==> config.mk <==
export PLATFORM = sky130hd
export DESIGN_NAME = tile_writeback_sequencer
export DESIGN_NICKNAME = d
export VERILOG_FILES = /design/src/rtl/tile_writeback_sequencer_pkg.sv /design/src/rtl/tile_writeback_sequencer_tile_coord_counter.sv /design/src/rtl/tile_writeback_sequencer.sv
export SDC_FILE = /design/constraint.sdc
export NUM_CORES = 1
export LEC_CHECK = 0
export ABC_AREA = 0
export BUFFER_PORTS_ARGS = -buffer_cell sky130_fd_sc_hd__buf_2
export CAP_MARGIN = 10
export CORE_UTILIZATION = 28
export DETAILED_ROUTE_END_ITERATION = 6
export HOLD_SLACK_MARGIN = 0.05
export PLACE_DENSITY = 0.59
export SYNTH_ARGS = -nofsm -noshare
export SYNTH_HDL_FRONTEND = slang
export SYNTH_SLANG_ARGS = --single-unit
==> constraint.sdc <==
create_clock -name clk -period 1.9 [get_ports clk]
set_clock_uncertainty 0.05 [all_clocks]
set_input_delay 0.095 -clock clk [delete_from_list [all_inputs] [get_ports clk]]
set_output_delay 0.095 -clock clk [all_outputs]
set_load 0.01 [all_outputs]
==> src/rtl/tile_writeback_sequencer_pkg.sv <==
// Shared frame/tile geometry, bus widths and sequencer state encoding for the tile writeback path.
package tile_writeback_sequencer_pkg;

  localparam int unsigned TILES_X_DEF   = 40;
  localparam int unsigned TILES_Y_DEF   = 30;
  localparam int unsigned TILE_ROWS_DEF = 16;
  localparam int unsigned PIX_W         = 8;
  localparam int unsigned ROW_PIX       = 16;
  localparam int unsigned ROW_W         = PIX_W * ROW_PIX;
  localparam int unsigned PAIR_W        = 2 * ROW_W;
  localparam int unsigned COORD_W       = 6;
  localparam int unsigned ROW_IDX_W     = 4;

  typedef enum logic [2:0] {
    ST_IDLE    = 3'd0,
    ST_FILL_LO = 3'd1,
    ST_FILL_HI = 3'd2,
    ST_EMIT    = 3'd3,
    ST_GAP     = 3'd4
  } state_e;

  typedef struct packed {
    logic [ROW_W-1:0] hi;
    logic [ROW_W-1:0] lo;
  } pair_t;

  function automatic logic [ROW_W-1:0] splat_pixel(input logic [PIX_W-1:0] pix);
    return {ROW_PIX{pix}};
  endfunction

endpackage

==> src/rtl/tile_writeback_sequencer_tile_coord_counter.sv <==
// Row-pair / tile-x / tile-y raster counters; last_pair_o flags the final pair of the frame.
module tile_coord_counter
  import tile_writeback_sequencer_pkg::*;
#(
  parameter int unsigned TILES_X   = TILES_X_DEF,
  parameter int unsigned TILES_Y   = TILES_Y_DEF,
  parameter int unsigned TILE_ROWS = TILE_ROWS_DEF
) (
  input  logic                 clk,
  input  logic                 reset_n,
  input  logic                 clr_i,
  input  logic                 advance_i,
  output logic [COORD_W-1:0]   tile_x_o,
  output logic [COORD_W-1:0]   tile_y_o,
  output logic [ROW_IDX_W-1:0] tile_row_o,
  output logic                 last_pair_o
);

  localparam logic [ROW_IDX_W-1:0] ROW_LAST = ROW_IDX_W'(TILE_ROWS - 2);
  localparam logic [COORD_W-1:0]   X_LAST   = COORD_W'(TILES_X - 1);
  localparam logic [COORD_W-1:0]   Y_LAST   = COORD_W'(TILES_Y - 1);

  logic [ROW_IDX_W-1:0] row_q, row_d;
  logic [COORD_W-1:0]   x_q, x_d, y_q, y_d;
  logic                 last_q, last_d;

  always_comb begin
    row_d = row_q;
    x_d   = x_q;
    y_d   = y_q;
    if (clr_i) begin
      row_d = '0;
      x_d   = '0;
      y_d   = '0;
    end else if (advance_i) begin
      if (row_q == ROW_LAST) begin
        row_d = '0;
        if (x_q == X_LAST) begin
          x_d = '0;
          y_d = (y_q == Y_LAST) ? '0 : y_q + COORD_W'(1);
        end else begin
          x_d = x_q + COORD_W'(1);
        end
      end else begin
        row_d = row_q + ROW_IDX_W'(2);
      end
    end
    // Registered flag tracks the coordinates it will sit beside next cycle.
    last_d = (row_d == ROW_LAST) && (x_d == X_LAST) && (y_d == Y_LAST);
  end

  always_ff @(posedge clk) begin
    if (!reset_n) begin
      row_q  <= '0;
      x_q    <= '0;
      y_q    <= '0;
      last_q <= 1'b0;
    end else begin
      row_q  <= row_d;
      x_q    <= x_d;
      y_q    <= y_d;
      last_q <= last_d;
    end
  end

  assign tile_x_o    = x_q;
  assign tile_y_o    = y_q;
  assign tile_row_o  = row_q;
  assign last_pair_o = last_q;

endmodule

==> src/rtl/tile_writeback_sequencer.sv <==
// Packs shaded 16-pixel rows into 256-bit row pairs and strobes them out in tile raster order.
// Optional WB_CLEAR_EN adds a clear-frame mode that fills every pair with one color.
module tile_writeback_sequencer
  import tile_writeback_sequencer_pkg::*;
#(
  parameter int unsigned TILES_X   = TILES_X_DEF,
  parameter int unsigned TILES_Y   = TILES_Y_DEF,
  parameter int unsigned TILE_ROWS = TILE_ROWS_DEF
) (
  input  logic                 clk,
  input  logic                 reset_n,
`ifdef WB_CLEAR_EN
  input  logic                 i_clear_start,
  input  logic [PIX_W-1:0]     i_clear_color,
`endif
  input  logic                 i_frame_start,
  input  logic                 i_row_valid,
  input  logic [ROW_W-1:0]     i_row_data,
  output logic                 o_row_ready,
  output logic                 o_sm_render_done,
  output logic [COORD_W-1:0]   o_current_tile_x,
  output logic [COORD_W-1:0]   o_current_tile_y,
  output logic [ROW_IDX_W-1:0] o_tile_row,
  output logic [PAIR_W-1:0]    o_sm_color_data,
  output logic                 o_busy,
  output logic                 o_frame_done
);

  state_e           state_q;
  pair_t            pair_q;
  logic             ready_q;
  logic             render_done_q;
  logic             busy_q;
  logic             frame_done_q;
  logic             last_pair;
  logic             start_c;
  logic             fill_auto_c;
  logic             take_c;
  logic [ROW_W-1:0] fill_row_c;

`ifdef WB_CLEAR_EN
  logic             clear_mode_q;
  logic [PIX_W-1:0] clear_color_q;

  // Clear mode and its color are latched once per frame at start; frame_start has priority.
  always_ff @(posedge clk) begin
    if (!reset_n) begin
      clear_mode_q  <= 1'b0;
      clear_color_q <= '0;
    end else if (state_q == ST_IDLE) begin
      if (i_frame_start) begin
        clear_mode_q <= 1'b0;
      end else if (i_clear_start) begin
        clear_mode_q  <= 1'b1;
        clear_color_q <= i_clear_color;
      end
    end
  end

  assign start_c     = i_frame_start | i_clear_start;
  assign fill_auto_c = clear_mode_q;
  assign fill_row_c  = clear_mode_q ? splat_pixel(clear_color_q) : i_row_data;
`else
  assign start_c     = i_frame_start;
  assign fill_auto_c = 1'b0;
  assign fill_row_c  = i_row_data;
`endif

  assign take_c = fill_auto_c | (i_row_valid & ready_q);

  tile_coord_counter #(
    .TILES_X   (TILES_X),
    .TILES_Y   (TILES_Y),
    .TILE_ROWS (TILE_ROWS)
  ) u_coord (
    .clk         (clk),
    .reset_n     (reset_n),
    .clr_i       (state_q == ST_IDLE),
    .advance_i   (state_q == ST_GAP),
    .tile_x_o    (o_current_tile_x),
    .tile_y_o    (o_current_tile_y),
    .tile_row_o  (o_tile_row),
    .last_pair_o (last_pair)
  );

  // Sequencer FSM; pair data is only written in the fill states so it holds through EMIT and GAP.
  always_ff @(posedge clk) begin
    if (!reset_n) begin
      state_q       <= ST_IDLE;
      pair_q        <= '0;
      ready_q       <= 1'b0;
      render_done_q <= 1'b0;
      busy_q        <= 1'b0;
      frame_done_q  <= 1'b0;
    end else begin
      render_done_q <= 1'b0;
      frame_done_q  <= 1'b0;
      case (state_q)
        ST_IDLE: begin
          if (start_c) begin
            state_q <= ST_FILL_LO;
            busy_q  <= 1'b1;
            ready_q <= i_frame_start;
          end
        end
        ST_FILL_LO: begin
          if (take_c) begin
            pair_q.lo <= fill_row_c;
            state_q   <= ST_FILL_HI;
          end
        end
        ST_FILL_HI: begin
          if (take_c) begin
            pair_q.hi     <= fill_row_c;
            ready_q       <= 1'b0;
            render_done_q <= 1'b1;
            state_q       <= ST_EMIT;
          end
        end
        ST_EMIT: begin
          state_q <= ST_GAP;
        end
        ST_GAP: begin
          if (last_pair) begin
            state_q      <= ST_IDLE;
            busy_q       <= 1'b0;
            frame_done_q <= 1'b1;
          end else begin
            state_q <= ST_FILL_LO;
            ready_q <= ~fill_auto_c;
          end
        end
        default: begin
          state_q <= ST_IDLE;
        end
      endcase
    end
  end

  assign o_row_ready      = ready_q;
  assign o_sm_render_done = render_done_q;
  assign o_sm_color_data  = pair_q;
  assign o_busy           = busy_q;
  assign o_frame_done     = frame_done_q;

endmodule

---- Word level (Yosys, flattened, before mapping) ----
Index checks and enable logic that the tools add are counted.
Widths: inputs -> output; s select.
operators by class
  add/sub/neg operators ................... 3
  $mul .................................... 0
  divide/modulo/power cells ............... 0
  order comparisons ....................... 0
  eq/ne operators ......................... 15
  shifts and indexed selects .............. 0
  muxes and demuxes ....................... 25
  bitwise operators ....................... 1
  reductions and logical operators ........ 12
operators by type and width
  operator             number
  $mux 6               9
  $pmux 3 s5           1
  $add 6x1->6 const B  2
  $eq 6x5->1 const B   2
  $eq 6x6->1 const B   2
  $mux 4               3
  $ne 2x2->1 const B   5
  $mux 3               3
  $eq 4x4->1 const B   2
  $reduce_and 2->1     4
  $mux 1               7
  $eq 3x2->1 const B   2
  $reduce_and 3->1     2
  $add 4x2->4 const B  1
  $reduce_and 4->1     1
  $eq 3x1->1 const B   1
  $eq 3x3->1 const B   1
  $logic_not 3->1      1
  $pmux 1 s3           1
  $reduce_bool 3->1    1
  $logic_and 1x1->1    2
  $pmux 1 s2           1
  $reduce_bool 2->1    1
  $and 1x1->1          1
word-level totals
  register bits after elaboration ......... 280
  bits in latches ......................... 0
  RAM bits ................................ 0
  ROM bits ................................ 0
  input port bits ......................... 132
  output and inout port bits .............. 276
  logic and storage cells ................. 67
  memories ................................ 0

---- Logic depth before layout (Yosys ltp) ----
  depth in word-level cells ............... 8
  gate-level depth with buffers ........... 7
  mapped depth without buffers ............ 7

---- By module ----
A second synthesis with hierarchy kept.
second synthesis, totals
  cell total of the unflattened synthesis .. 1323
  area total of the unflattened synthesis .. 10981.8 um^2
by module, submodules not included
  module                    times used  cells an instance  area an instance (um^2)  sequential area each (um^2)
  tile_writeback_sequencer  1           1208               10043.4                  5265.0
  tile_coord_counter        1           115                938.4                    340.3

---- Worst setup path before layout ----
Ideal clock, no wire load.
  path type ............................... register to register
  from .................................... reg u_coord.x_q[0] (netlist: u_coord.tile_x_o[0])
  to ...................................... reg u_coord.last_q (netlist: u_coord.last_pair_o)
  library setup time ...................... 0.088 ns
  arrival time ............................ 1.944 ns
  data required time ...................... 1.762 ns
  path slack .............................. -0.182 ns
  stages on the path, launching flop included .. 7
  path buffers ............................ 0
  period minus slack after synthesis ...... 2.082 ns
  path through ............................ dfxtp_1 ha_1 nand4b_2 nor4_1 mux2i_1 o211ai_1 nor4_2
on the way
  longest elaborated chain between the ends .. 8
  elaborated cells on any way between the ends .. 14
  classes of those cells .................. add/sub: 1; eq/ne: 3; mux: 8; reduce/logical: 2
RTL lines
  what                                              line                                                                                                  RTL
  start: declaration                                tile_writeback_sequencer_tile_coord_counter.sv:24                                                     logic [COORD_W-1:0] x_q, x_d, y_q, y_d;
  start signal: assignment                          tile_writeback_sequencer_tile_coord_counter.sv:55                                                     x_q <= '0;
  start signal: assignment                          tile_writeback_sequencer_tile_coord_counter.sv:60                                                     x_q <= x_d;
  $add 6x1->6 / $eq 6x6->1 (equally long branches)  tile_writeback_sequencer_tile_coord_counter.sv:42, tile_writeback_sequencer_tile_coord_counter.sv:38
  $mux 6                                            tile_writeback_sequencer_tile_coord_counter.sv:38                                                     if (x_q == X_LAST) begin
  $mux 6                                            tile_writeback_sequencer_tile_coord_counter.sv:36                                                     if (row_q == ROW_LAST) begin
  $mux 6                                            tile_writeback_sequencer_tile_coord_counter.sv:35                                                     end else if (advance_i) begin
  $mux 6                                            tile_writeback_sequencer_tile_coord_counter.sv:31                                                     if (clr_i) begin
  $eq 6x6->1                                        tile_writeback_sequencer_tile_coord_counter.sv:49                                                     last_d = (row_d == ROW_LAST) && (x_d == X_LAST) && (y_d == Y_LAST);
  $logic_and 1x1->1                                 tile_writeback_sequencer_tile_coord_counter.sv:49
  $logic_and 1x1->1 (*)                             tile_writeback_sequencer_tile_coord_counter.sv:49
  end signal: assignment                            tile_writeback_sequencer_tile_coord_counter.sv:62                                                     last_q <= last_d;
  end: declaration                                  tile_writeback_sequencer_tile_coord_counter.sv:25                                                     logic last_q, last_d;
Every way passes the cells marked *; elsewhere a longest branch is shown, timed or not.
A chain may end at the register's enable or synchronous reset.

---- Worst setup path after layout ----
  from .................................... reg state_q[1]
  to ...................................... reg u_coord.last_q (netlist: u_coord.last_pair_o)
on the way
  longest elaborated chain between the ends .. 6
  elaborated cells on any way between the ends .. 13
  classes of those cells .................. eq/ne: 4; mux: 6; reduce/logical: 3
RTL lines
  what                                             line                                               RTL
  start: declaration                               tile_writeback_sequencer.sv:29                     state_e state_q;
  start signal: assignment                         tile_writeback_sequencer.sv:89                     state_q <= ST_IDLE;
  start signal: assignment                         tile_writeback_sequencer.sv:101                    state_q <= ST_FILL_LO;
  start signal: assignment                         tile_writeback_sequencer.sv:109                    state_q <= ST_FILL_HI;
  $eq 3x3->1                                       tile_writeback_sequencer.sv:79                     .advance_i (state_q == ST_GAP),
  $mux 6 / $mux 4 (equally long branches)          tile_writeback_sequencer_tile_coord_counter.sv:35
  $mux 6 / $mux 4 (equally long branches)          tile_writeback_sequencer_tile_coord_counter.sv:31
  $eq 6x6->1 / $eq 4x4->1 (equally long branches)  tile_writeback_sequencer_tile_coord_counter.sv:49
  $logic_and 1x1->1                                tile_writeback_sequencer_tile_coord_counter.sv:49
  $logic_and 1x1->1 (*)                            tile_writeback_sequencer_tile_coord_counter.sv:49
Marks and branches as above.

==> qor_table.md <==
| Item | Value | Unit |
|:---|:---|:---|
| Number of diodes | 0 | - |
| Clock root buffer master | sky130_fd_sc_hd__clkbuf_16 | - |
| CTS tree | built | - |
| Synth top area share | 0.556 | - |
| Startpoint type of the worst setup path | flip-flop | - |
| Commonest non-fill, non-tap cells in the layout | 532 x sky130_fd_sc_hd__nand2_1, 407 x sky130_fd_sc_hd__buf_2, 272 x sky130_fd_sc_hd__dfxtp_1, 260 x sky130_fd_sc_hd__a21oi_1, 131 x sky130_fd_sc_hd__dlygate4sd3_1 | - |
| Minimum period implied by the final worst setup slack | 1.86 | ns |
| Tightest Pin Transition | 0.431 | ns |
| Aggregate routed wire length | 35,800 | um |
| Yosys warns | 0 | - |
| Most common cell after layout, fill and taps aside | sky130_fd_sc_hd__nand2_1 | - |
| Area of the mapped netlist | 0.0101 | mm2 |
| Final critical-path share of the clock period | 0.978 | - |
| Top fanout value on the critical path | 4 | - |
| Proportion of layout cells with a drive suffix above 1 | 0.302 | - |
| Main combinational cell family by area after synthesis | simple AND/OR/NAND/NOR gates | - |
| Post-synthesis compound-gate area fraction | 0.153 | - |
| Global router's overall resource usage | 0.178 | - |
| Clock buffer count from CTS | 31 | - |
| Normalized max-slew margin | 0.713 | - |
| Number of vias after detailed routing | 10,700 | - |
| Clock latency on the worst-skew pair | 0.55 | ns |
| Setup tns final | 0 | ns |
| Xor/xnor cell area share of the yosys netlist | 0.00435 | - |
| Initial standard-cell utilization of the core | 0.284 | - |
| Most used DFF post-synth | sky130_fd_sc_hd__dfxtp_1 | - |
| Clock-pin slew reported for the worst setup and hold paths after clock tree synthesis | 0.06 | ns |
| Synth Area in Adders | 0.00497 | - |
| Pin count of the biggest net entering global routing | 77 | - |
| WP data arrival | 2.28 | ns |
| Result of the run | completed | - |
| Clock Tree Buf Depth | 3 | - |
| Core Rows | 69 | - |
| Share of synthesized area spent on multiplexers | 0.00199 | - |
| Highest ir drop seen on vdd | 775 | uV |
| Number of sinks driven by the clock tree | 280 | - |
| Proportion of register bits with asynchronous set or reset after synthesis | 0 | - |
| Hpwl dp | 23,100 | um |
| Floorplan die area | 0.0368 | mm2 |
| Area overhead of the layout relative to synthesis | 54.3 | % |
| Setup-violating endpoint count in the final report | 0 | - |
| Core Area | 0.0355 | mm2 |
| Leak pwr | 6.71 | nW |
| Max Cap Violations | 0 | - |
| I/O pin count | 408 | - |
| Worst slack, placed | -0.0406 | ns |
| Ratio of total power to cell area | 891 | mW/mm2 |
| Required time at the worst-slack endpoint | 2.32 | ns |
| Biggest area consumer among synthesized cells | sky130_fd_sc_hd__dfxtp_1 | - |
| Number of synthesized flops with an enable pin | 0 | - |
| Unrepaired setup endpoints after global routing | true | - |
| Instance count of the mapped netlist | 1,277 | - |
| DIE HEIGHT | 192 | um |
| First drt pass iteration count | 5 | - |
| Synth area leaders | sky130_fd_sc_hd__dfxtp_1 56%, sky130_fd_sc_hd__nand2_1 20%, sky130_fd_sc_hd__a21oi_1 13% | - |
| Critical Path End Type | flip-flop | - |
| Worst hold slack | 0.265 | ns |
| Number of global-route vias before repair | 10,100 | - |
| Residual overflow from global routing | 0 | - |
| Overall die width | 192 | um |
| Post-synthesis area per instance | 7.89 | um2 |
| DR DRC count | 0 | - |
| Path type of the worst setup path | reg -> reg | - |
| First-pass GRT wire length | 52,800 | um |
| Syn Nets | 1,413 | - |
| Port buffer count | 407 | - |
| Mean number of vias per cell | 4.66 | - |
| Max Freq | 538 | MHz |
| Deepest level of the CTS H-tree | 1 | - |
| Final Worst Setup Slack | 0.0422 | ns |
| Wirelength per Cell | 15.5 | um |
| Synth cell types | 52 | - |
| Sequential fraction of the synthesis area | 0.556 | - |
| Final count of pins violating max slew | 0 | - |
| Worst hold-check path type | in -> reg | - |
| Remaining antenna violation count | 0 | - |
| Final RePlAce weighted congestion | 0.899 | - |
| Antenna violations before repair | 0 | - |
| Number of nets at the end of the flow | 1,956 | - |
| Synth Register Bits | 280 | - |
| Number of hold violations in the final report | 0 | - |
| DR iter-0 viols | 436 | - |
| Share of synthesized cell area in and, or, nand and nor gates | 0.241 | - |
==> metrics by stage <==
stage | cell area, um2 | instances | utilization | total power, mW
floorplan | 10100 | 1277 | - | 6.73
global placement | 13000 | 2110 | 0.366 | 7.28
detailed placement | 13000 | 2110 | 0.366 | 7.30
CTS | 15500 | 2305 | 0.436 | 14.0
global route | 15600 | 2306 | 0.438 | 14.4
finish | 15600 | 2306 | 0.438 | 13.9
==> timing repair <==
item,4_1_cts,5_1_grt
endpoints found under the setup margin,1,11
resized for setup,11,12
pin swaps,7,5
buffers inserted,7,0
gates cloned,0,2
hold buffers,131,0
hold endpoints to repair,274,0
==> cells in the mapped netlist, types with 2 or more instances <==
cell type	count
sky130_fd_sc_hd__a21oi_1	260
sky130_fd_sc_hd__xor2_1	4
sky130_fd_sc_hd__a2bb2oi_1	4
sky130_fd_sc_hd__inv_1	3
sky130_fd_sc_hd__nand2_1	532
sky130_fd_sc_hd__a31oi_1	3
sky130_fd_sc_hd__buf_2	17
sky130_fd_sc_hd__nor3b_1	3
sky130_fd_sc_hd__nand4b_1	3
sky130_fd_sc_hd__nand4_1	3
sky130_fd_sc_hd__o21ai_0	8
sky130_fd_sc_hd__and3_1	5
sky130_fd_sc_hd__nor4b_1	4
sky130_fd_sc_hd__o21a_1	2
sky130_fd_sc_hd__a41oi_1	2
sky130_fd_sc_hd__dfxtp_1	280
sky130_fd_sc_hd__nand3b_1	3
sky130_fd_sc_hd__ha_1	4
sky130_fd_sc_hd__and2_1	7
sky130_fd_sc_hd__or4_1	2
sky130_fd_sc_hd__nor2_1	18
sky130_fd_sc_hd__nor4_1	2
sky130_fd_sc_hd__nor3_1	3
sky130_fd_sc_hd__mux2i_1	2
sky130_fd_sc_hd__clkbuf_1	75
sky130_fd_sc_hd__a21o_1	2
==> per-layer routing <==
| metal | part of all wire | vias to the layer above | GRT usage |
|---|---|---|---|
| met2 | 0.48 | 424 | 0.311 |
| met1 | 0.41 | 4978 | 0.207 |
| li1 | - | 5260 | - |
| met4 | 0.031 | 0 | 0.0620 |
| met5 | 0 | - | 0 |
| met3 | 0.077 | 74 | 0.0475 |
==> cells by family after synthesis <==
logic type      Yosys count
buf+inv                  97
mux                       2
fa+ha+maj                 4
xor+xnor                  5
flops                   280
compound gates          292
simple gates            597
==> sequential cells by signal (all words and copies together) (netlist names) <==
name                 flops
o_sm_color_data        256
u_coord.tile_x_o         6
u_coord.tile_y_o         6
u_coord.tile_row_o       4
state_q                  3
o_busy                   1
o_frame_done             1
o_row_ready              1
o_sm_render_done         1
u_coord.last_pair_o      1
==> final cells by class <==
class / count / area, um2
Clock buffer: 43 / 891
Clock inverter: 15 / 210
Multi-Input combinational cell: 900 / 4190
Fill cell: 3514 / 19900
Inverter: 4 / 22.5
Tap cell: 461 / 577
Sequential cell: 280 / 5620
Timing Repair Buffer: 603 / 4040
==> worst max-delay path, cell delays in order (launching register included) <==
cell,delay [ns]
sky130_fd_sc_hd__dfxtp_2,0.33
sky130_fd_sc_hd__buf_4,0.14
sky130_fd_sc_hd__or2_2,0.31
sky130_fd_sc_hd__or4_4,0.48
sky130_fd_sc_hd__o21ai_2,0.13
sky130_fd_sc_hd__o21ai_1,0.09
sky130_fd_sc_hd__nor4_2,0.24
==> worst paths after layout <==
path,startpoint,to,slack (ns),depth (start not counted)
worst min register to register,o_sm_color_data[48],o_sm_color_data[48],0.40,2
worst min-delay path,i_row_data[17],o_sm_color_data[17],0.26,4
worst max register to register,state_q[1],u_coord.last_pair_o,0.04,6
worst max-delay path,state_q[1],u_coord.last_pair_o,0.04,6
==> report_power, final <==
group / switching [mW] / total (mW) / leakage (nW) / internal (mW)
clock: 2.47 / 6.41 / 0.545 / 3.94
sequential: 0.0752 / 6.09 / 2.26 / 6.01
combinational: 0.749 / 1.36 / 3.91 / 0.612
Power figures use the tool's default switching activity.
